===== src/rtl/l2_req_rr_scheduler_pkg.sv =====
// Shared definitions for the L1->L2 request round-robin scheduler:
// FSM state encoding and the rotating-priority search used by rr_pick.
package l2_req_rr_scheduler_pkg;

   typedef enum logic {
      IDLE  = 1'b0,
      GRANT = 1'b1
   } state_t;

   // Widest requester vector the search function handles; callers zero-pad.
   localparam int unsigned RR_MAX_N = 64;

   // Find the first set, unmasked bit of req, starting just after last_ptr
   // and wrapping modulo n. found=0 when no candidate exists.
   function automatic void rr_next(
      input  logic [RR_MAX_N-1:0] req,
      input  logic [RR_MAX_N-1:0] mask,
      input  int unsigned         n,
      input  int unsigned         last_ptr,
      output logic                found,
      output int unsigned         winner
   );
      found  = 1'b0;
      winner = 0;
      for (int unsigned k = 1; k <= RR_MAX_N; k++) begin
         int unsigned idx;
         idx = (last_ptr + k) % n;
         if (k <= n && !found && req[idx] && !mask[idx]) begin
            found  = 1'b1;
            winner = idx;
         end
      end
   endfunction

endpackage


===== src/rtl/l2_req_rr_scheduler_rr_pick.sv =====
// Purely combinational rotating-priority finder: picks the next requester
// after last_ptr, ignoring any bit set in mask.
module l2_req_rr_scheduler_rr_pick
   import l2_req_rr_scheduler_pkg::*;
#(
   parameter int unsigned N = 2,
   parameter int unsigned W = 1
) (
   input  logic [N-1:0] req,
   input  logic [N-1:0] mask,
   input  logic [W-1:0] last_ptr,
   output logic         found,
   output logic [W-1:0] winner
);

   logic [RR_MAX_N-1:0] req_ext;
   logic [RR_MAX_N-1:0] mask_ext;
   int unsigned         winner_int;

   // Zero-pad to the search width and run the rotating search.
   always_comb begin
      req_ext          = '0;
      mask_ext         = '0;
      req_ext[N-1:0]   = req;
      mask_ext[N-1:0]  = mask;
      found            = 1'b0;
      winner_int       = 0;
      rr_next(req_ext, mask_ext, N, 32'(last_ptr), found, winner_int);
      winner           = W'(winner_int);
   end

endmodule


===== src/rtl/l2_req_rr_scheduler.sv =====
// Round-robin scheduler sharing the L1->L2 request path among num_L1s FIFOs.
// Registered select held stable until L2 accepts; sticky stall watchdog.
// Optional build macro ARB_PERF_CNT_EN adds grant_cnt / wait_cnt counters.
module l2_req_rr_scheduler
   import l2_req_rr_scheduler_pkg::*;
#(
   parameter int unsigned num_L1s       = 2,
   parameter int unsigned num_L1s_log   = 1,
   parameter int unsigned timeout_width = 8
) (
   input  logic                     clk,
   input  logic                     reset,
   input  logic                     enable,
   input  logic [num_L1s-1:0]       req,
   input  logic                     accept_L2,
   output logic                     valid_L2_out,
   output logic [num_L1s_log-1:0]   which_L1_out,
   output logic [num_L1s-1:0]       pop,
`ifdef ARB_PERF_CNT_EN
   output logic [32*num_L1s-1:0]    grant_cnt,
   output logic [31:0]              wait_cnt,
`endif
   output logic                     stall_err
);

   state_t                    state_reg, state_next;
   logic [num_L1s_log-1:0]    last_ptr_reg, last_ptr_next;
   logic [num_L1s_log-1:0]    which_reg, which_next;
   logic [timeout_width-1:0]  wd_reg, wd_next;
   logic                      stall_reg, stall_next;

   logic                      pop_fire;
   logic [num_L1s-1:0]        pick_mask;
   logic [num_L1s_log-1:0]    pick_last;
   logic                      pick_found;
   logic [num_L1s_log-1:0]    pick_winner;

   assign valid_L2_out = (state_reg == GRANT) && req[which_reg];
   assign pop_fire     = valid_L2_out && accept_L2;
   assign which_L1_out = which_reg;
   assign stall_err    = stall_reg;

   // One pop strobe per FIFO; only the granted one can fire.
   for (genvar gi = 0; gi < num_L1s; gi++) begin : g_pop
      assign pop[gi]       = pop_fire && (which_reg == num_L1s_log'(gi));
      // The popped FIFO's req is stale for a cycle, so hide it from re-arbitration.
      assign pick_mask[gi] = pop[gi];
   end

   // On a pop the search restarts after the popped index.
   assign pick_last = pop_fire ? which_reg : last_ptr_reg;

   l2_req_rr_scheduler_rr_pick #(
      .N (num_L1s),
      .W (num_L1s_log)
   ) u_rr_pick (
      .req      (req),
      .mask     (pick_mask),
      .last_ptr (pick_last),
      .found    (pick_found),
      .winner   (pick_winner)
   );

   // Next-state: grant, hold, zero-bubble switch, flush, and watchdog.
   always_comb begin
      state_next    = state_reg;
      last_ptr_next = last_ptr_reg;
      which_next    = which_reg;
      wd_next       = wd_reg;
      stall_next    = stall_reg;
      case (state_reg)
         IDLE: begin
            if (enable && pick_found) begin
               which_next = pick_winner;
               state_next = GRANT;
            end
         end
         GRANT: begin
            if (pop_fire) begin
               last_ptr_next = which_reg;
               wd_next       = '0;
               if (enable && pick_found) begin
                  which_next = pick_winner;
               end else begin
                  state_next = IDLE;
               end
            end else if (!req[which_reg]) begin
               state_next = IDLE;
            end else if (enable) begin
               // Presented but not accepted: count toward the stall timeout.
               if (wd_reg != '1) begin
                  wd_next = wd_reg + timeout_width'(1);
               end
               if (wd_next == '1) begin
                  stall_next = 1'b1;
               end
            end
         end
         default: state_next = IDLE;
      endcase
   end

   // State register with asynchronous active-low reset.
   always_ff @(posedge clk or negedge reset) begin
      if (!reset) begin
         state_reg    <= IDLE;
         last_ptr_reg <= num_L1s_log'(num_L1s - 1);
         which_reg    <= '0;
         wd_reg       <= '0;
         stall_reg    <= 1'b0;
      end else begin
         state_reg    <= state_next;
         last_ptr_reg <= last_ptr_next;
         which_reg    <= which_next;
         wd_reg       <= wd_next;
         stall_reg    <= stall_next;
      end
   end

`ifdef ARB_PERF_CNT_EN
   logic [31:0] grant_cnt_reg [num_L1s];
   logic [31:0] wait_cnt_reg;

   for (genvar gi = 0; gi < num_L1s; gi++) begin : g_grant_cnt
      // Per-requester wrapping pop counter.
      always_ff @(posedge clk or negedge reset) begin
         if (!reset) begin
            grant_cnt_reg[gi] <= '0;
         end else if (pop[gi]) begin
            grant_cnt_reg[gi] <= grant_cnt_reg[gi] + 32'd1;
         end
      end
      assign grant_cnt[gi*32 +: 32] = grant_cnt_reg[gi];
   end

   // Counts cycles a request is presented but L2 does not take it.
   always_ff @(posedge clk or negedge reset) begin
      if (!reset) begin
         wait_cnt_reg <= '0;
      end else if (valid_L2_out && !accept_L2) begin
         wait_cnt_reg <= wait_cnt_reg + 32'd1;
      end
   end
   assign wait_cnt = wait_cnt_reg;
`endif

endmodule


===== config.mk =====
export PLATFORM = sky130hd
export DESIGN_NAME = l2_req_rr_scheduler
export DESIGN_NICKNAME = d
export VERILOG_FILES = /design/src/rtl/l2_req_rr_scheduler_pkg.sv /design/src/rtl/l2_req_rr_scheduler_rr_pick.sv /design/src/rtl/l2_req_rr_scheduler.sv
export SDC_FILE = /design/constraint.sdc
export NUM_CORES = 1
export LEC_CHECK = 0
export CAP_MARGIN = 20
export CORE_ASPECT_RATIO = 1.25
export CORE_UTILIZATION = 40
export DETAILED_ROUTE_END_ITERATION = 6
export DONT_BUFFER_PORTS = 1
export PLACE_DENSITY_LB_ADDON = 0.15
export SYNTH_ARGS = -nofsm -noshare
export SYNTH_HDL_FRONTEND = slang
export SYNTH_SLANG_ARGS = --single-unit

===== constraint.sdc =====
create_clock -name clk -period 1.75 [get_ports clk]
set_input_delay 0.2625 -clock clk [delete_from_list [all_inputs] [get_ports clk]]
set_output_delay 0.2625 -clock clk [all_outputs]
set_load 0.01 [all_outputs]

Word-level counts from Yosys, hierarchy flattened
Cells that the tools add are included.
- register bits: 12
- bits of input ports: 6
- output and inout port bits: 5
- logic and storage cells: 62
- add/subtract/negate cells: 3
- order comparisons: 3
- equality and inequality tests: 3
- mux-type cells: 30
- bitwise operators: 3
- reductions and logical operators: 15
- operator list (kind ; number):
    $mux 8 ; 8
    $mux 1 ; 20
    $lt 1x7->1 const B ; 2
    $add 8x1->8 const B ; 1
    $eq 8x8->1 const B ; 1
    $logic_and 1x1->1 ; 8
    $ne 8x8->1 const B ; 1
    $reduce_and 5->1 ; 1
    $pmux 1 s2 ; 2
    $reduce_bool 2->1 ; 2
    $logic_not 1->1 ; 3
    $not 1->1 ; 3
    $reduce_and 3->1 ; 1
    $add 1x1->1 const B ; 2
    $lt 1x2->1 const B ; 1
    $ne 2x1->1 const B ; 1

Longest topological paths before layout
Gate-level depths: netlist (run 1).
- word-level depth: 19
- depth in mapped cells: 6
- gate-level depth less buffers: 5

Cells and area by module
Synthesis (run 1) repeated with hierarchy kept, for this count alone.
- cells, all modules: 106
- area, all modules: 884.6 um^2
- modules (own cells, without submodules) (module ; instances ; cells each ; area an instance (um^2) ; seq. area each (um^2)):
    l2_req_rr_scheduler ; 1 ; 101 ; 845.8 ; 301.5
    l2_req_rr_scheduler_rr_pick ; 1 ; 5 ; 38.8 ; 0.0

Worst setup path before layout (run 1)
OpenSTA, ideal clock, no wires.
- path type: reg2reg
- from: reg wd_reg[0]
- to: reg stall_reg, in the netlist stall_err
- library setup time: 0.120 ns
- arrival: 1.537 ns
- required time: 1.630 ns
- slack: 0.094 ns
- stages on the path, launching flop included: 7
- path buffers: 1
- clock period less this slack: 1.656 ns
- cell sequence: dfrtp_1 > ha_1 > buf_2 > and4_4 > o211a_1 > a211o_1 > a31o_1
- word-level cells in the longest chain between the ends: 8
- elaborated cells on any way between the ends: 9
- classes of those cells: add/sub: 1; eq/ne: 2; mux: 5; reduce/logical: 1
- ends and longest elaborated chain (what ; RTL line ; RTL):
    from (decl) ; l2_req_rr_scheduler.sv:29 ; logic [timeout_width-1:0] wd_reg, wd_next;
    from (signal assigned) ; l2_req_rr_scheduler.sv:115 ; wd_reg <= wd_next;
    $add 8x1->8 or $ne 8x8->1 (tied branches) ; l2_req_rr_scheduler.sv:92, l2_req_rr_scheduler.sv:91 ;
    $mux 8 (*) ; l2_req_rr_scheduler.sv:91 ; if (wd_reg != '1) begin
    $mux 8 (*) ; l2_req_rr_scheduler.sv:89 ; end else if (enable) begin
    $mux 8 (*) ; l2_req_rr_scheduler.sv:87 ; end else if (!req[which_reg]) begin
    $mux 8 (*) ; l2_req_rr_scheduler.sv:79 ; if (pop_fire) begin
    $mux 8 (*) ; l2_req_rr_scheduler.sv:71 ; case (state_reg)
    $eq 8x8->1 (*) ; l2_req_rr_scheduler.sv:94 ; if (wd_next == '1) begin
    $reduce_and 5->1 (no source line) (*) ; -- ;
    to (signal assigned) ; l2_req_rr_scheduler.sv:116 ; stall_reg <= stall_next;
    to (decl) ; l2_req_rr_scheduler.sv:30 ; logic stall_reg, stall_next;
Every way passes the cells marked *; elsewhere a longest branch is shown, timed or not. The select of a mux whose other input is x is not followed.
A chain may end at the register's enable or synchronous reset.

Final worst setup path (run 1)
- from: reg which_reg, in the netlist which_L1_out
- to: out pop[1]
- word-level cells in the longest chain between the ends: 5
- ends and longest elaborated chain (what ; RTL line ; RTL):
    from (decl) ; l2_req_rr_scheduler.sv:28 ; logic [num_L1s_log-1:0] which_reg, which_next;
    from (signal assigned) ; l2_req_rr_scheduler.sv:114 ; which_reg <= which_next;
    $mux 1 (not written as such) (2 in series) ; l2_req_rr_scheduler.sv:38 ; assign valid_L2_out = (state_reg == GRANT) && req[which_reg];
    $logic_and 1x1->1 ; l2_req_rr_scheduler.sv:38 ;
    named net valid_L2_out ; l2_req_rr_scheduler.sv:16 ; output logic valid_L2_out,
    $logic_and 1x1->1 ; l2_req_rr_scheduler.sv:39 ; assign pop_fire = valid_L2_out && accept_L2;
    $logic_and 1x1->1 ; l2_req_rr_scheduler.sv:45 ; assign pop[gi] = pop_fire && (which_reg == num_L1s_log'(gi));
    to (decl) ; l2_req_rr_scheduler.sv:18 ; output logic [num_L1s-1:0] pop,
The timed path passes the listed nets, and every way through them passes these cells. The select of a mux whose other input is x is not followed.

==> out/qor_table.md, run 1 <==
| Step | Quantity | Reported |
|:---|:---|:---|
| run | Number of maximum-capacitance violations | 0 |
| synthesis | Mapped cell area | 858.3 sq um |
| synthesis | Synth Area in Compound Gates | 0.2813 |
| timing | Setup repair after global routing missed its margin | false |
| grt | Maximum number of pins on one net before global-route repair | 13 |
| clock tree | Number of buffers created by CTS | 3 |
| synthesis | Fraction of the mapped netlist area in adder cells | 0.02624 |
| clock tree | H-Tree Level Count | 1 |
| pwr | Leak Pwr | 0.0004467 uW |
| synthesis | XOR/XNOR share of the synthesized area | 0.01020 |
| finish | Commonest non-fill, non-tap cell in the layout | sky130_fd_sc_hd__dfrtp_1 |
| timing | Total negative slack for setup checks | 0 ns |
| die | Cell Rows | 18 |
| timing | Min cycle time layout | 1.651 ns |
| drt | 1st-iter DRT viols | 26 |
| worst setup path | Crit-path max cell delay | 0.40 ns |
| die | Vertical extent of the die | 53.79 um |
| finish | Area grow syn2layout | 9.329% |
| synthesis | Number of storage elements in the synthesis netlist | 12 |
| worst setup path | Required arrival time at the worst endpoint | 1.49 ns |
| die | Initial core utilization | 0.4282 |
| grt | Initial antenna violation count | 0 |
| grt | Total global routing overflow | 0 |
| clock tree | CTS Buffer Depth | 2 |
| worst setup path | Endpoint class of the critical path | output pin |
| synthesis | Largest family of logic cells by synthesized area | compound AO/OA/AOI/OAI gates |
| finish | Number of filler cells placed in the layout | 190 |
| place | Setup slack at placement | 0.1257 ns |
| pwr | Max VDD drop | 472.4 uV |
| timing | Worst setup slack after layout | 0.09935 ns |
| timing | Count of pins over their slew limit | 0 |
| place | Number of port buffers | 0 |
| place | Placer's final routability congestion estimate | 0.8057 |
| timing | Number of failing hold endpoints at the final stage | 0 |
| finish | Highest-count cells in the layout ignoring fill and taps | sky130_fd_sc_hd__dfrtp_1, sky130_fd_sc_hd__nand2_1, sky130_fd_sc_hd__a21oi_1 |
| synthesis | Library cell occupying the most area in the post-synthesis netlist | sky130_fd_sc_hd__dfrtp_1 |
| synthesis | Synthesized-area fraction occupied by and/or/nand/nor cells | 0.2391 |
| synthesis | Synthesis warning total | 0 |
| synthesis | Area share of the largest cell type after synthesis | 0.3207 |
| worst setup path | Maximum fanout along the worst path | 5 |
| die | Area enclosed by the die boundary | 2336 sq um |
| synthesis | Fraction of synthesis flops using an asynchronous set or reset pin | 1.000 |
| pwr | Power density normalized to cell area | 778.3 nW/um^2 |
| synthesis | Largest cells by area after synthesis | sky130_fd_sc_hd__dfrtp_1, sky130_fd_sc_hd__a21oi_1, sky130_fd_sc_hd__dfstp_2, sky130_fd_sc_hd__nand2_1, sky130_fd_sc_hd__nand4_1 |
| worst setup path | CP Cell Sequence | mux2_4, nand2_1, inv_1, and3_4 |
| drt | Average wire per standard cell | 16.09 um |
| worst setup path | Worst EP arrival | 1.39 ns |
| synthesis | Share of synthesized area spent on multiplexers | 0.01749 |
| timing | Setup skew after layout | 0.001690 ns |
| synthesis | Synthesized instance count | 90 |
| drt | Drt pass-1 iters | 4 |
| drt | Number of remaining DRC errors | 0 |
| timing | Worst-case headroom to the max-slew limit | 0.6182 |
| die | Number of top-level pins | 11 |
| finish | Largest register FFs | 8 |
| synthesis | Syn_area_per_cell | 9.537 sq um |
| synthesis | Number of synthesized flops with an enable pin | 0 |
| place | Post-detail-place hpwl | 1.404 mm |
| grt | GRT Util Overall | 0.1886 |
| die | Horiz. Die Dim | 43.43 um |
| clock tree | Clock tree from TritonCTS | done |
| timing | Final setup violation count | 0 |
| synthesis | Net count after synthesis | 97 |
| finish | Post-layout nets | 102 |
| drt | Total wire length | 1.834 mm |
| worst setup path | Element type at the critical path start | flip-flop |
| drt | Detailed-route vias per instance | 6.412 |
| drt | Antenna viol nets, final | 0 |
| clock tree | Worst-skew pair later-pin latency | 0.27 ns |
| clock tree | Root Buffer | sky130_fd_sc_hd__clkbuf_4 |
| clock tree | CTS sink count | 12 |
| worst hold path | Kind of path behind the tightest hold check | input pin to flip-flop |
| synthesis | Unique cell type count in the Yosys netlist | 42 |
| worst setup path | Crit Path Category | flip-flop to output pin |
| finish | Number of antenna diodes | 0 |
| timing | Least-Margin Pin Slew | 0.5709 ns |
| worst setup path | Slowest stage cell, crit path | sky130_fd_sc_hd__dfrtp_1 |
| clock tree | Clock-pin slew of the registers on the worst-case setup and hold paths | 0.07 ns |
| timing | Achievable Freq | 605.8 MHz |
| finish | Ratio of cells with drive above 1 in the final layout | 0.2128 |
| finish | Final core occ | 0.4682 |
| run status | Result of the run | completed |
| grt | Wire length of the first global-routing pass | 3.229 mm |
| timing | Portion of the clock cycle consumed by the worst path in the final layout | 0.9432 |
| synthesis | Primary FF master, synth | sky130_fd_sc_hd__dfrtp_1 |
| grt | Via count of the first global-routing pass | 760 |
| synthesis | Part of the Yosys area used for sequential elements | 0.3513 |
| timing | Post-Route Hold Slack | 0.09104 ns |
| die | Placeable core region | 2004 sq um |
| drt | Via total after detailed routing | 731 |
==> synth_stat cells (2+ instances only) <==
master	number
sky130_fd_sc_hd__dfrtp_1	11
sky130_fd_sc_hd__a21oi_1	7
sky130_fd_sc_hd__nand2_1	7
sky130_fd_sc_hd__inv_1	6
sky130_fd_sc_hd__nand4_1	4
sky130_fd_sc_hd__nor2_1	4
sky130_fd_sc_hd__buf_2	3
sky130_fd_sc_hd__nand3_1	3
sky130_fd_sc_hd__o21ai_0	3
sky130_fd_sc_hd__o31ai_1	3
sky130_fd_sc_hd__a21boi_0	2
sky130_fd_sc_hd__a21o_1	2
sky130_fd_sc_hd__buf_6	2
sky130_fd_sc_hd__nand4b_1	2
sky130_fd_sc_hd__nor3_1	2
sky130_fd_sc_hd__o211a_1	2
sky130_fd_sc_hd__o22ai_1	2
==> what timing repair did <==
item                                    CTS  global route
buffers inserted                          0             0
hold buffers                              1             0
endpoints found under the setup margin    0             4
resized for setup                         0             3
endpoints found under the hold margin    12             0
==> path summary, 6_finish.rpt <==
| check | start | to | slack (ns) | cells after the start |
|---|---|---|---|---|
| max | which_L1_out | pop[1] | 0.1 | 4 |
| max reg2reg | wd_reg[1] | stall_err | 0.15 | 5 |
| min reg2reg | last_ptr_reg | last_ptr_reg | 0.51 | 1 |
| max in group asynchronous | reset | last_ptr_reg | 0.96 | 1 |
| min | accept_L2 | state_reg | 0.09 | 1 |
| min in group asynchronous | reset | stall_err | 0.42 | 1 |
==> worst max-delay path: cells and delay by family, from the launching register on <==
family | cells | cell delay, ns
flops | 1 | 0.40
buf+inv | 1 | 0.08
mux | 1 | 0.33
simple gates | 2 | 0.30
==> cells by family (layout without fill, tap and decap cells) <==
| family | Yosys count | count (layout) |
|---|---|---|
| AND/OR/NAND/NOR | 31 | 31 |
| XOR/XNOR | 1 | 1 |
| multiplexers | 1 | 1 |
| buffers and inverters | 12 | 16 |
| adder cells (fa/ha/maj) | 2 | 2 |
| flip-flops | 12 | 12 |
| AO/OA/AOI/OAI | 31 | 31 |
==> where the power goes <==
group | internal [uW] | switching (uW)
Combinational | 82.1 | 80.2
Clock | 127 | 90.4
Sequential | 317 | 34.1
==> layer usage <==
layer | vias up | part of all wire | wire length (um) | track usage
met5 | - | 0 | 0 | 0
met4 | 0 | 0.023 | 42 | 0.1094
met3 | 5 | 0.037 | 68 | 0.03020
met2 | 23 | 0.54 | 994 | 0.3384
met1 | 351 | 0.40 | 728 | 0.2109
li1 | 352 | - | - | -
==> through the flow <==
step                      power [uW]  instances  cell area, sq um
after CTS                      734.2        114             925.9
after floorplan                463.8         90             858.3
after global placement         505.0        109             879.6
after global routing           773.3        114             938.4
after detailed placement       508.4        109             879.6
final                          730.4        114             938.4
==> layout make-up <==
cell class / count / area (sq um) / share of cell area
Multi-Input combinational cell: 66 / 505.5 / 0.5387
Sequential cell: 12 / 301.5 / 0.3213
Timing Repair Buffer: 6 / 47.55 / 0.05067
Clock buffer: 4 / 36.28 / 0.03867
Tap cell: 20 / 25.02 / 0.02667
Inverter: 6 / 22.52 / 0.02400
Power figures use the tool's default switching activity.
==> run 2, diff against run 1 <==
SETUP_SLACK_MARGIN = 0.1   (was not set)
==> out/qor_table.md, run 2 (synthesized netlist as in run 1, its figures left out) <==
| Step | Quantity | Reported | vs previous |
|:---|:---|:---|:---|
| grt | GRT Util Overall | 0.1889 | was 0.1886 |
| clock tree | CTS sink count | 12 | unchanged |
| clock tree | Worst-skew pair later-pin latency | 0.28 ns | was 0.27 ns |
| worst setup path | Required arrival time at the worst endpoint | 1.49 ns | about the same |
| finish | Commonest non-fill, non-tap cell in the layout | sky130_fd_sc_hd__dfrtp_1 | unchanged |
| pwr | Leak Pwr | 0.0004450 uW | was 0.0004467 uW |
| grt | Initial antenna violation count | 0 | unchanged |
| clock tree | Clock-pin slew of the registers on the worst-case setup and hold paths | 0.08 ns | was 0.07 ns |
| timing | Setup skew after layout | 0.003263 ns | was 0.001690 ns |
| run | Number of maximum-capacitance violations | 0 | unchanged |
| timing | Achievable Freq | 622.3 MHz | was 605.8 MHz |
| timing | Final setup violation count | 0 | unchanged |
| timing | Count of pins over their slew limit | 0 | unchanged |
| worst setup path | Element type at the critical path start | flip-flop | unchanged |
| finish | Final core occ | 0.4750 | was 0.4682 |
| worst setup path | Maximum fanout along the worst path | 5 | unchanged |
| pwr | Max VDD drop | 447.0 uV | was 472.4 uV |
| drt | Antenna viol nets, final | 0 | unchanged |
| clock tree | Clock tree from TritonCTS | done | unchanged |
| clock tree | CTS Buffer Depth | 2 | unchanged |
| worst setup path | Worst R2R End | stall_err | unchanged |
| drt | Detailed-route vias per instance | 6.504 | was 6.412 |
| die | Area enclosed by the die boundary | 2336 sq um | unchanged |
| worst setup path | Crit Path Category | flip-flop to output pin | unchanged |
| pwr | Power density normalized to cell area | 795.5 nW/um^2 | was 778.3 nW/um^2 |
| die | Vertical extent of the die | 53.79 um | unchanged |
| worst setup path | Slowest stage cell, crit path | sky130_fd_sc_hd__dfrtp_1 | unchanged |
| drt | Total wire length | 1.910 mm | was 1.834 mm |
| die | Initial core utilization | 0.4282 | unchanged |
| drt | 1st-iter DRT viols | 15 | was 26 |
| timing | Portion of the clock cycle consumed by the worst path in the final layout | 0.9182 | was 0.9432 |
| worst hold path | Kind of path behind the tightest hold check | input pin to flip-flop | unchanged |
| worst setup path | Endpoint class of the critical path | output pin | unchanged |
| finish | Number of antenna diodes | 0 | unchanged |
| drt | Average wire per standard cell | 16.90 um | was 16.09 um |
| clock tree | H-Tree Level Count | 1 | unchanged |
| finish | Area grow syn2layout | 10.93% | was 9.329% |
| timing | Min cycle time layout | 1.607 ns | was 1.651 ns |
| place | Setup slack at placement | 0.1464 ns | was 0.1257 ns |
| run status | Result of the run | completed | unchanged |
| grt | Total global routing overflow | 0 | unchanged |
| timing | Least-Margin Pin Slew | 0.5980 ns | was 0.5709 ns |
| die | Number of top-level pins | 11 | unchanged |
| worst hold path | Number of cells on the worst hold path | 1 | unchanged |
| finish | Number of filler cells placed in the layout | 195 | was 190 |
| finish | Ratio of cells with drive above 1 in the final layout | 0.2473 | was 0.2128 |
| timing | Number of failing hold endpoints at the final stage | 0 | unchanged |
| worst setup path | RR Startpoint | wd_reg[1] | unchanged |
| finish | Post-layout nets | 101 | was 102 |
| place | Number of port buffers | 0 | unchanged |
| clock tree | Root Buffer | sky130_fd_sc_hd__clkbuf_4 | unchanged |
| worst hold path | Worst Min Path Start | accept_L2 | unchanged |
| timing | Worst setup slack after layout | 0.1431 ns | was 0.09935 ns |
| timing | Total negative slack for setup checks | 0 ns | unchanged |
| drt | Via total after detailed routing | 735 | was 731 |
| die | Placeable core region | 2004 sq um | unchanged |
| finish | Highest-count cells in the layout ignoring fill and taps | sky130_fd_sc_hd__dfrtp_1, sky130_fd_sc_hd__a21oi_1, sky130_fd_sc_hd__inv_1, sky130_fd_sc_hd__nand2_1 | was sky130_fd_sc_hd__dfrtp_1, sky130_fd_sc_hd__nand2_1, sky130_fd_sc_hd__a21oi_1 |
| drt | Drt pass-1 iters | 5 | was 4 |
| worst setup path | Crit-path max cell delay | 0.40 ns | about the same |
| die | Cell Rows | 18 | unchanged |
| worst setup path | Setup slack on the worst flop-to-flop path | 0.19 ns | was 0.15 ns |
| worst setup path | Worst EP arrival | 1.34 ns | was 1.39 ns |
| clock tree | Number of buffers created by CTS | 3 | unchanged |
| place | Post-detail-place hpwl | 1.394 mm | was 1.404 mm |
| grt | Wire length of the first global-routing pass | 3.256 mm | was 3.229 mm |
| finish | Largest register FFs | 8 | unchanged |
| worst setup path | CP Cell Sequence | mux2_4, nand2_4, inv_2, and3_4 | was mux2_4, nand2_1, inv_1, and3_4 |
| worst setup path | Worst r2r path cells | 5 | unchanged |
| grt | Maximum number of pins on one net before global-route repair | 13 | unchanged |
| place | Placer's final routability congestion estimate | 0.8166 | was 0.8057 |
| worst setup path | Count of buffering cells on the critical path with inverters included | 1 | unchanged |
| drt | Number of remaining DRC errors | 0 | unchanged |
| die | Horiz. Die Dim | 43.43 um | unchanged |
| worst hold path | Hold worst-path end | state_reg | unchanged |
| timing | Setup repair after global routing missed its margin | false | unchanged |
| timing | Worst-case headroom to the max-slew limit | 0.6000 | was 0.6182 |
| worst setup path | Cell family with most CP delay | flip-flops | unchanged |
| grt | Via count of the first global-routing pass | 752 | was 760 |
run 2: changes by cell type in the layout (fill, tap and decap cells not counted):
cell and change:
sky130_fd_sc_hd__inv_2 +1, sky130_fd_sc_hd__o21ai_0 -1, sky130_fd_sc_hd__ha_4 +1, sky130_fd_sc_hd__buf_4 -1, sky130_fd_sc_hd__ha_2 -1, sky130_fd_sc_hd__o21ai_1 +1, sky130_fd_sc_hd__nand2_2 +1, sky130_fd_sc_hd__nand2_1 -2
sky130_fd_sc_hd__nand2_4 +1, sky130_fd_sc_hd__dfrtp_2 +1, sky130_fd_sc_hd__inv_1 -1, sky130_fd_sc_hd__dfrtp_1 -1
run 2: where the power goes:
group | switching [uW] | internal [uW] | total (uW)
sequential | 39.9 | 318 | 358
combinational | 85.3 | 89.9 | 175
clock | 97.7 | 127 | 224
total | 223 | 535 | 757
run 2: layout make-up:
| cell class | count | area [sq um] | area share |
|---|---|---|---|
| clock buffers | 4 | 36.28 | 0.03811 |
| inverters | 6 | 22.52 | 0.02365 |
| multi-input cells | 66 | 525.5 | 0.5519 |
| flip-flops and latches | 12 | 302.8 | 0.3180 |
| well taps | 20 | 25.02 | 0.02628 |
| repair buffers | 5 | 40.04 | 0.04205 |
run 2: worst max path at each step:
stage,start,endpoint,slack [ns],cells after the start
CTS,which_L1_out,pop[1],0.12,4
finish,which_L1_out,pop[1],0.14,4
detailed placement,wd_reg[1],stall_err,0.15,5
floorplan,wd_reg[0],stall_err,0.11,6
global route,which_L1_out,pop[1],0.10,4
global placement,wd_reg[1],wd_reg[4],0.18,5
run 2: per-stage QoR:
step           std cells  power [uW]  area, sq um  hold slack, ns
3_5_place_dp         108       510.6        874.6        -0.03275
5_1_grt              113       800.2        952.2         0.08029
2_1_floorplan         90       466.8        863.3        -0.03309
6_report             113       757.5        952.2         0.08084
3_3_place_gp         108       509.0        874.6        -0.03273
4_1_cts              113       751.5        927.1         0.07400
run 2: routing by layer:
layer  wire, um  track usage
met2        942       0.3434
met1        854       0.2075
met5          0            0
met4         42       0.1198
met3         70      0.02349
run 2: repair_timing:
action	CTS	global route
endpoints found under the hold margin	12	0
gates resized for setup	3	6
endpoints found under the setup margin	1	8
hold buffers	1	0
buffers inserted	0	0
==> run 3, diff against run 2 <==
CAP_MARGIN = 10   (was 20)
SYNTH_HIERARCHICAL = 1   (was not set)
TNS_END_PERCENT = 10   (was not set)
==> out/qor_table.md, run 3 <==
| Step | Quantity | Reported | vs previous |
|:---|:---|:---|:---|
| run status | Result of the run | finished, violations left | was completed |
| run status | Violations in the final reports | setup timing |  |
| worst setup path | Setup slack on the worst flop-to-flop path | -0.1 ns | was 0.19 ns |
| place | Number of port buffers | 0 | unchanged |
| finish | Ratio of cells with drive above 1 in the final layout | 0.3833 | was 0.2473 |
| finish | Final core occ | 0.5432 | was 0.4750 |
| grt | GRT Util Overall | 0.1902 | was 0.1889 |
| drt | Via total after detailed routing | 814 | was 735 |
| clock tree | CTS Buffer Depth | 2 | unchanged |
| worst setup path | Worst EP arrival | 2.00 ns | was 1.34 ns |
| clock tree | Root Buffer | sky130_fd_sc_hd__clkbuf_4 | unchanged |
| synthesis | Library cell occupying the most area in the post-synthesis netlist | sky130_fd_sc_hd__dfrtp_1 | unchanged |
| grt | Via count of the first global-routing pass | 807 | was 752 |
| synthesis | Synthesis warning total | 6 | was 0 |
| timing | Number of failing hold endpoints at the final stage | 0 | unchanged |
| clock tree | Worst-skew pair later-pin latency | 0.27 ns | was 0.28 ns |
| finish | Post-layout nets | 128 | was 101 |
| run | Number of maximum-capacitance violations | 0 | unchanged |
| worst setup path | Crit Path Category | flip-flop to flip-flop | was flip-flop to output pin |
| drt | Metal2 WL | 1.110 mm | was 942 um |
| die | Vertical extent of the die | 54.58 um | was 53.79 um |
| clock tree | Number of buffers created by CTS | 3 | unchanged |
| drt | Average wire per standard cell | 14.95 um | was 16.90 um |
| die | Area enclosed by the die boundary | 2405 sq um | was 2336 sq um |
| timing | Final setup violation count | 1 | was 0 |
| timing | Least-Margin Pin Slew | 0.5767 ns | was 0.5980 ns |
| drt | Antenna viol nets, final | 0 | unchanged |
| synthesis | Fraction of synthesis flops using an asynchronous set or reset pin | 1.000 | unchanged |
| timing | Worst-case headroom to the max-slew limit | 0.6143 | was 0.6000 |
| timing | Setup repair after global routing missed its margin | true | was false |
| pwr | Leak Pwr | 0.0004927 uW | was 0.0004450 uW |
| timing | Worst setup slack after layout | -0.09508 ns | was 0.1431 ns |
| timing | Post-Route Hold Slack | 0.08270 ns | was 0.08084 ns |
| worst setup path | Maximum fanout along the worst path | 3 | was 5 |
| worst hold path | Kind of path behind the tightest hold check | input pin to flip-flop | unchanged |
| drt | Drt pass-1 iters | 4 | was 5 |
| drt | WL met1 | 883 um | was 854 um |
| synthesis | Net count after synthesis | 113 | was 97 |
| synthesis | Most frequent cells after synthesis | sky130_fd_sc_hd__dfrtp_1, sky130_fd_sc_hd__nand2_1, sky130_fd_sc_hd__nor2_1 | was sky130_fd_sc_hd__dfrtp_1, sky130_fd_sc_hd__a21oi_1, sky130_fd_sc_hd__nand2_1 |
| drt | Detailed-route vias per instance | 5.814 | was 6.504 |
| worst setup path | Endpoint class of the critical path | flip-flop | was output pin |
| pwr | Power density normalized to cell area | 1223 nW/um^2 | was 795.5 nW/um^2 |
| synthesis | Primary FF master, synth | sky130_fd_sc_hd__dfrtp_1 | unchanged |
| synthesis | Number of synthesized flops with an enable pin | 0 | unchanged |
| synthesis | Synthesized instance count | 106 | was 90 |
| drt | 1st-iter DRT viols | 12 | was 15 |
| grt | Maximum number of pins on one net before global-route repair | 13 | unchanged |
| timing | Setup skew after layout | 0.006898 ns | was 0.003263 ns |
| timing | Count of pins over their slew limit | 0 | unchanged |
| timing | Min cycle time layout | 1.845 ns | was 1.607 ns |
| grt | Initial antenna violation count | 0 | unchanged |
| drt | Top routing layer used | met4 | unchanged |
| drt | Routed wl met3 | 71 um | was 70 um |
| finish | Area grow syn2layout | 24.47% | was 10.93% |
| clock tree | CTS sink count | 12 | unchanged |
| finish | Number of antenna diodes | 0 | unchanged |
| finish | Commonest non-fill, non-tap cell in the layout | sky130_fd_sc_hd__buf_4 | was sky130_fd_sc_hd__dfrtp_1 |
| drt | Total wire length | 2.093 mm | was 1.910 mm |
| finish | Largest register FFs | 8 | unchanged |
| synthesis | Unique cell type count in the Yosys netlist | 35 | was 42 |
| synthesis | Largest cells by area after synthesis | sky130_fd_sc_hd__dfrtp_1, sky130_fd_sc_hd__o21ai_0, sky130_fd_sc_hd__nand2_1, sky130_fd_sc_hd__nor2_1, sky130_fd_sc_hd__a21oi_1 | was sky130_fd_sc_hd__dfrtp_1, sky130_fd_sc_hd__a21oi_1, sky130_fd_sc_hd__dfstp_2, sky130_fd_sc_hd__nand2_1, sky130_fd_sc_hd__nand4_1 |
| die | Horiz. Die Dim | 44.06 um | was 43.43 um |
| worst setup path | Required arrival time at the worst endpoint | 1.90 ns | was 1.49 ns |
| synthesis | Part of the Yosys area used for sequential elements | 0.3409 | was 0.3513 |
| place | Placer's final routability congestion estimate | 0.7705 | was 0.8166 |
| timing | Achievable Freq | 542.0 MHz | was 622.3 MHz |
| pwr | Max VDD drop | 726.0 uV | was 447.0 uV |
| synthesis | Mapped cell area | 884.6 sq um | was 858.3 sq um |
| place | Post-detail-place hpwl | 1.447 mm | was 1.394 mm |
| clock tree | Clock tree from TritonCTS | done | unchanged |
| drt | Number of remaining DRC errors | 0 | unchanged |
| finish | Highest-count cells in the layout ignoring fill and taps | sky130_fd_sc_hd__buf_4, sky130_fd_sc_hd__nand2_1, sky130_fd_sc_hd__nor2_1 | was sky130_fd_sc_hd__dfrtp_1, sky130_fd_sc_hd__a21oi_1, sky130_fd_sc_hd__inv_1, sky130_fd_sc_hd__nand2_1 |
| grt | Total global routing overflow | 0 | unchanged |
| worst setup path | Element type at the critical path start | flip-flop | unchanged |
| die | Cell Rows | 18 | unchanged |
| finish | Number of filler cells placed in the layout | 188 | was 195 |
| clock tree | Clock-pin slew of the registers on the worst-case setup and hold paths | 0.08 ns | about the same |
| clock tree | H-Tree Level Count | 1 | unchanged |
| timing | Portion of the clock cycle consumed by the worst path in the final layout | 1.054 | was 0.9182 |
| die | Placeable core region | 2027 sq um | was 2004 sq um |
| grt | Wire length of the first global-routing pass | 3.394 mm | was 3.256 mm |
| die | Initial core utilization | 0.4364 | was 0.4282 |
| die | Number of top-level pins | 11 | unchanged |
| synthesis | Syn_area_per_cell | 8.345 sq um | was 9.537 sq um |
| synthesis | Number of storage elements in the synthesis netlist | 12 | unchanged |
| synthesis | Area share of the largest cell type after synthesis | 0.3112 | was 0.3207 |
run 3: cell types whose count changed in the layout (fill, tap and decap cells not counted), moves of 4 or more:
cell	delta
sky130_fd_sc_hd__buf_4	+11
sky130_fd_sc_hd__o21ai_0	+6
sky130_fd_sc_hd__nand2_1	+5
sky130_fd_sc_hd__nor2_1	+5
sky130_fd_sc_hd__a31oi_1	+4
sky130_fd_sc_hd__dfrtp_1	-4
sky130_fd_sc_hd__dfrtp_2	+4
run 3: repair_timing:
item | 4_1_cts | 5_1_grt
hold buffers | 1 | 0
pin swaps | 2 | 2
setup endpoints to repair | 6 | 11
setup buffers | 4 | 2
endpoints found under the hold margin | 12 | 0
resized for setup | 7 | 10
run 3: layer usage:
layer	global-route usage	vias up
met1	0.2294	381
met4	0.08081	0
met5	0	-
met3	0.03300	4
met2	0.3309	16
li1	-	413
run 3: area by class of cell:
cell class	count	area [sq um]	area share
multi-input cells	80	564.3	0.5125
inverters	5	21.27	0.01932
well taps	20	25.02	0.02273
repair buffers	19	156.4	0.1420
flip-flops and latches	12	307.8	0.2795
clock buffers	4	26.28	0.02386
run 3: final timing paths:
path | startpoint | end | cells after the start
setup / recovery | which_L1_out | which_L1_out | 9
hold / removal | accept_L2 | wd_reg[0] | 1
setup reg to reg | which_L1_out | which_L1_out | 9
hold reg to reg | last_ptr_reg | last_ptr_reg | 1
max in group asynchronous | reset | which_L1_out | 1
min in group asynchronous | reset | state_reg | 1
run 3: power by group:
part	total, uW	internal, uW	switching (uW)
registers	505	372	133
logic	661	350	312
clock network	180	88.2	91.8
total	1350	810	537
run 3: critical path, stage by stage, from the launching register on:
cell and delay (ns):
sky130_fd_sc_hd__dfrtp_2 0.41, sky130_fd_sc_hd__mux2_4 0.31, sky130_fd_sc_hd__nand2_4 0.07, sky130_fd_sc_hd__inv_4 0.04
sky130_fd_sc_hd__and3_4 0.16, sky130_fd_sc_hd__nand2b_4 0.14, sky130_fd_sc_hd__o21ai_2 0.06, sky130_fd_sc_hd__nand2_1 0.09
sky130_fd_sc_hd__a21oi_2 0.13, sky130_fd_sc_hd__mux2_4 0.31
run 3: metrics by stage:
stage | power [uW] | worst slack [ns] | area, sq um | instances | setup TNS [ns]
detailed placement | 1064 | -0.09493 | 969.7 | 129 | -0.1106
global route | 1467 | -0.1531 | 1101 | 140 | -0.1531
CTS | 1298 | -0.05028 | 1056 | 138 | -0.05028
finish | 1346 | -0.09508 | 1101 | 140 | -0.09508
global placement | 1055 | -0.05304 | 969.7 | 129 | -0.05304
floorplan | 931.1 | -0.1577 | 908.4 | 106 | -0.1577
run 3: cells by family (layout without fill, tap and decap cells):
group                      count (synthesis)  count (layout)  synth area share
and+or+nand+nor                           38              38            0.2178
buffers and inverters                     14              28           0.08203
adders and majority gates                  1               1           0.01414
muxes                                      3               3           0.03677
xor gates and xnor gates                   1               1          0.009903
DFF                                       12              12            0.3409
AOI/OAI and AO/OA                         37              37            0.2985
